### config.mk
export PLATFORM = sky130hd
export DESIGN_NAME = inst_encoder
export DESIGN_NICKNAME = d
export VERILOG_FILES = /design/src/rtl/inst_encoder.sv
export SDC_FILE = /design/constraint.sdc
export NUM_CORES = 1
export LEC_CHECK = 0
export CORE_ASPECT_RATIO = 1.1
export CORE_MARGIN = 3
export CORE_UTILIZATION = 49
export CTS_BUF_LIST = sky130_fd_sc_hd__clkbuf_4
export CTS_CLUSTER_SIZE = 16
export DETAILED_ROUTE_END_ITERATION = 16
export PLACE_DENSITY = 0.83
export SLEW_MARGIN = 20
export SYNTH_ARGS = -nofsm -noshare
export SYNTH_HDL_FRONTEND = slang
export SYNTH_SLANG_ARGS = --single-unit
### constraint.sdc
create_clock -name clk -period 3 [get_ports clk]
set_input_delay 0.45 -clock clk [delete_from_list [all_inputs] [get_ports clk]]
set_output_delay 0.45 -clock clk [all_outputs]
set_load 0.02 [all_outputs]
### src/rtl/inst_encoder.sv
// RV64I instruction assembler: field-level request in, 32-bit word out through a
// 2-entry FIFO. Illegal requests are replaced by a NOP and tagged with an error code.
module inst_encoder #(
  parameter int CNT_W = 16
) (
  input  logic             clk,
  input  logic             rst_n,
  input  logic             in_valid,
  output logic             in_ready,
  input  logic [2:0]       in_fmt,
  input  logic [6:0]       in_opcode,
  input  logic [2:0]       in_funct3,
  input  logic [6:0]       in_funct7,
  input  logic [4:0]       in_rd,
  input  logic [4:0]       in_rs1,
  input  logic [4:0]       in_rs2,
  input  logic [63:0]      in_imm,
  output logic             out_valid,
  input  logic             out_ready,
  output logic [31:0]      out_inst,
  output logic             out_err,
  output logic [1:0]       out_err_code,
  output logic [CNT_W-1:0] enc_count
);

  typedef enum logic [2:0] {
    FMT_R, FMT_I, FMT_S, FMT_B, FMT_U, FMT_J, FMT_SH, FMT_RSV
  } fmt_e;

  typedef enum logic [1:0] {
    ERR_NONE, ERR_RANGE, ERR_ALIGN, ERR_FMT
  } err_e;

  typedef struct packed {
    logic [31:0] inst;
    logic        err;
    err_e        code;
  } entry_t;

  localparam logic [31:0] NOP = 32'h0000_0013;

  // Signed-range tests: the bits above the field's sign bit must all match it.
  logic fits_12, fits_13, fits_21, fits_32, fits_sh;
  assign fits_12 = (&in_imm[63:11]) | ~(|in_imm[63:11]);
  assign fits_13 = (&in_imm[63:12]) | ~(|in_imm[63:12]);
  assign fits_21 = (&in_imm[63:20]) | ~(|in_imm[63:20]);
  assign fits_32 = (&in_imm[63:31]) | ~(|in_imm[63:31]);
  assign fits_sh = ~(|in_imm[63:6]);

  entry_t enc;
  logic [31:0] raw;
  logic        bad_range, bad_align, bad_fmt;

  always_comb begin
    // NOTE: every combinational output gets a default first so no path infers a latch.
    raw       = '0;
    bad_range = 1'b0;
    bad_align = 1'b0;
    bad_fmt   = 1'b0;
    unique case (fmt_e'(in_fmt))
      FMT_R:  raw = {in_funct7, in_rs2, in_rs1, in_funct3, in_rd, in_opcode};
      FMT_I: begin
        raw       = {in_imm[11:0], in_rs1, in_funct3, in_rd, in_opcode};
        bad_range = ~fits_12;
      end
      FMT_SH: begin
        raw       = {in_funct7[6:1], in_imm[5:0], in_rs1, in_funct3, in_rd, in_opcode};
        bad_range = ~fits_sh;
      end
      FMT_S: begin
        raw       = {in_imm[11:5], in_rs2, in_rs1, in_funct3, in_imm[4:0], in_opcode};
        bad_range = ~fits_12;
      end
      FMT_B: begin
        raw       = {in_imm[12], in_imm[10:5], in_rs2, in_rs1, in_funct3,
                     in_imm[4:1], in_imm[11], in_opcode};
        bad_range = ~fits_13;
        bad_align = in_imm[0];
      end
      FMT_U: begin
        raw       = {in_imm[31:12], in_rd, in_opcode};
        bad_range = ~fits_32;
        bad_align = |in_imm[11:0];
      end
      FMT_J: begin
        raw       = {in_imm[20], in_imm[10:1], in_imm[11], in_imm[19:12], in_rd, in_opcode};
        bad_range = ~fits_21;
        bad_align = in_imm[0];
      end
      default: bad_fmt = 1'b1;
    endcase

    enc.inst = raw;
    enc.err  = 1'b0;
    enc.code = ERR_NONE;
    if (bad_fmt) begin
      enc = '{inst: NOP, err: 1'b1, code: ERR_FMT};
    end else if (bad_align) begin
      enc = '{inst: NOP, err: 1'b1, code: ERR_ALIGN};
    end else if (bad_range) begin
      enc = '{inst: NOP, err: 1'b1, code: ERR_RANGE};
    end
  end

  // Output FIFO
  entry_t     mem [2];
  logic       wr_ptr, rd_ptr;
  logic [1:0] count, count_next;
  logic       push, pop;

  assign out_valid = (count != 2'd0);
  assign push      = in_valid & in_ready;
  assign pop       = out_valid & out_ready;

  always_comb begin
    count_next = count;
    if (push && !pop)      count_next = count + 2'd1;
    else if (pop && !push) count_next = count - 2'd1;
  end

  always_ff @(posedge clk or negedge rst_n) begin
    if (!rst_n) begin
      count     <= 2'd0;
      wr_ptr    <= 1'b0;
      rd_ptr    <= 1'b0;
      in_ready  <= 1'b0;
      enc_count <= '0;
    end else begin
      // NOTE: sequential state uses non-blocking assignments so every flop samples pre-edge values.
      count    <= count_next;
      in_ready <= (count_next != 2'd2);
      if (push) wr_ptr <= ~wr_ptr;
      if (pop) begin
        rd_ptr    <= ~rd_ptr;
        enc_count <= enc_count + CNT_W'(1);
      end
    end
  end

  // NOTE: storage is deliberately not reset; the outputs are masked by out_valid instead.
  always_ff @(posedge clk) begin
    if (push) mem[wr_ptr] <= enc;
  end

  entry_t head;
  assign head         = mem[rd_ptr];
  assign out_inst     = out_valid ? head.inst : 32'h0;
  assign out_err      = out_valid & head.err;
  assign out_err_code = out_valid ? head.code : ERR_NONE;

endmodule
==> results.yml <==
synth:
  synthAdderAreaFrac_pct: 0.740
  synth_seq_cells: 91
  yosys.area_share.simple_pct: 17.0
  synth_top_family_by_area: "simple AND/OR/NAND/NOR gates"
  synthesis.nets: 579
  synth_area_per_cell_sq_um: 10.7
  yosysSeqAreaShare_pct: 51.8
  synthMuxAreaShare_pct: 9.70
  synth_cells: 473
  async_flop_share_pct: 23.1
  yosys_warnings: 0
  ys_types: 49
  syn_area_sq_um: 5070
  synth_flop_cell: "edfxtp_1"
  synth-edff-count: 70
  synth-xor-area-share_pct: 3.28
  synth-compound-area-share_pct: 14.2
power_and_ir_drop:
  ir_drop_uv: 374
  leakagePower_nw: 2.61
  powerDensity_nw_per_um2: 704
  power_mw: 4.94
finish:
  syn2layout_area_growth_pct: 38.5
  nets: 741
  mostFrequentLayoutCells: "clkdlybuf4s50_1 (155), nor2_1 (74), edfxtp_1 (70), mux2i_1 (48), buf_4 (25)"
  n_fill_cell: 733
  drive_gt1_share_pct: 9.06
  layout_commonest_cell: "clkdlybuf4s50_1"
  fin_util_pct: 70.4
  fin_cells: 761
cts:
  clk_pin_slew_ns: 0.14
  cts_sinks: 91
  clock-root-buffer: "clkbuf_4"
  hold_buffers: 0
  clk-insertion-delay-late_ns: 0.43
  htreeDepth: 3
  post-cts-setup-buffer-count: 0
  numCtsBuffers: 9
  cts_max_path_buffers: 2
  cts_resized: 0
  cts_tree: "done"
timing:
  worst_slew_pin_slew_ns: 0.902
  slew_violations: 0
  setup_tns_ns: 0
  finClkSkew_ns: 0.0125
  period_minus_slack_ns: 2.75
  max_slew_margin_pct: 39.7
  setup_viol: 0
  clock.fmax_ghz: 0.364
  fin_crit_sh_pct: 91.6
  rsz0062_at_grt: "false"
  hold_viol: 0
critical_path:
  cp-start-kind: "flop"
  reg2reg_depth: 8
  critPathArrivalTime_ns: 2.30
  rrSetupSlack_ns: 0.89
  crit_end: "out_inst[0]"
  crit_required_ns: 2.55
  cp_max_fo: 27
  cp-end-kind: "output port"
  timing.rr.start: "count[1]"
  crit_type: "flop to output port"
  reg2reg_to: "in_ready"
  crit_start: "count[1]"
grt:
  grt_max_degree: 37
  grt_pass1_vias: 4388
  grt_pass1_wl_mm: 20.3
  grt_use_total_pct: 22.5
  antenna_found_initial: 1
  grt_overflow: 0
status:
  status: "complete, no violations"
detailed_routing:
  drtAntennaViolNets: 0
  drt-total-wl_mm: 12.9
  dr.pass1.iters: 4
  drc_errors: 0
  drt_iter0_markers: 206
  vias: 4438
  wire_per_inst_microns: 16.9
  avgViaCountPerCell: 5.83
place:
  place_hpwl_mm: 10.2
  dp.cells: 744
  port_buffers: 155
  routabilityCongestion: 0.895
floorplan:
  die_w_microns: 103
  io_pins: 156
  die_h_microns: 113
  core.rowCount: 38
  core_area_sq_um: 9980
  start_util_pct: 50.8
  die-area_sq_um: 11600
min_path:
  hold_class: "flop to flop"
run:
  max_cap_viol_count: 0
-- routing by layer --
metal  track usage [%]  part of all wire, %
met5                 0                    0
met4              9.33                  2.1
met3              3.42                  7.1
met2              39.1                   52
met1              27.4                   39
-- power breakdown --
part | switching [mW] | leakage [nW] | total (mW) | internal, mW
combinational | 1.33 | 1.60 | 2.45 | 1.13
sequential | 0.130 | 0.931 | 1.83 | 1.70
clock | 0.401 | 0.0759 | 0.661 | 0.260
-- cell usage after synthesis (15+ instances only) --
master	number	share of area (%)
nor2_1	75	5.6
edfxtp_1	70	41
mux2i_1	48	9.5
nand2_1	22	1.6
dfrtp_1	21	10
clkbuf_1	20	1.5
nand4_1	20	2.5
a211oi_1	16	2.4
a21oi_1	16	1.6
nor3_1	16	1.6
xnor2_1	15	2.6
-- how the worst min path moves through the flow --
stage                   from            end  slack (ns)  depth (start not counted)
2_1_floorplan          rst_n       count[0]        0.15                          0
3_3_place_gp   enc_count[15]  enc_count[15]        0.46                          1
3_5_place_dp   enc_count[15]  enc_count[15]        0.47                          1
4_1_cts        enc_count[15]  enc_count[15]        0.48                          1
5_1_grt        enc_count[15]  enc_count[15]        0.50                          1
6_report       enc_count[15]  enc_count[15]        0.48                          1
-- cells by family after synthesis --
group | after synthesis
AO/OA/AOI/OAI | 92
XOR/XNOR | 19
adder cells (fa/ha/maj) | 3
buffers and inverters | 40
flip-flops | 91
multiplexers | 49
AND/OR/NAND/NOR | 179
-- cell type report --
class	instances	area, sq um	share of cell area [%]
Antenna cell	1	2.50	0.0356
Clock buffer	9	67.6	0.962
Clock inverter	7	75.1	1.07
Inverter	9	33.8	0.481
Multi-Input combinational cell	342	2290	32.6
Sequential cell	91	2630	37.4
Tap cell	120	150	2.14
Timing Repair Buffer	182	1780	25.3
-- registers in the layout (all words and copies together) (netlist names) --
| name | count |
|---|---|
| enc_count | 16 |
| in_ready | 1 |
| rd_ptr | 1 |
| mem | 70 |
| count | 2 |
| wr_ptr | 1 |
-- stage by stage --
stage / hold slack, ns / cell area (sq um) / setup WS [ns]
4_1_cts: 0.484 / 7020 / 0.196
2_1_floorplan: 0.154 / 5070 / 0.430
5_1_grt: 0.505 / 7020 / 0.00247
6_report: 0.478 / 7020 / 0.251
3_5_place_dp: 0.466 / 6880 / -0.192
3_3_place_gp: 0.461 / 6880 / -0.0582
-- worst max-delay path, stage by stage, from the launching register on --
cell and delay [ns]:
dfrtp_1 0.43, inv_1 0.06, ha_1 0.36, buf_4 0.35, nor2_1 0.11, clkdlybuf4s50_1 0.55
No activity file was read; power rests on OpenSTA's default activity.
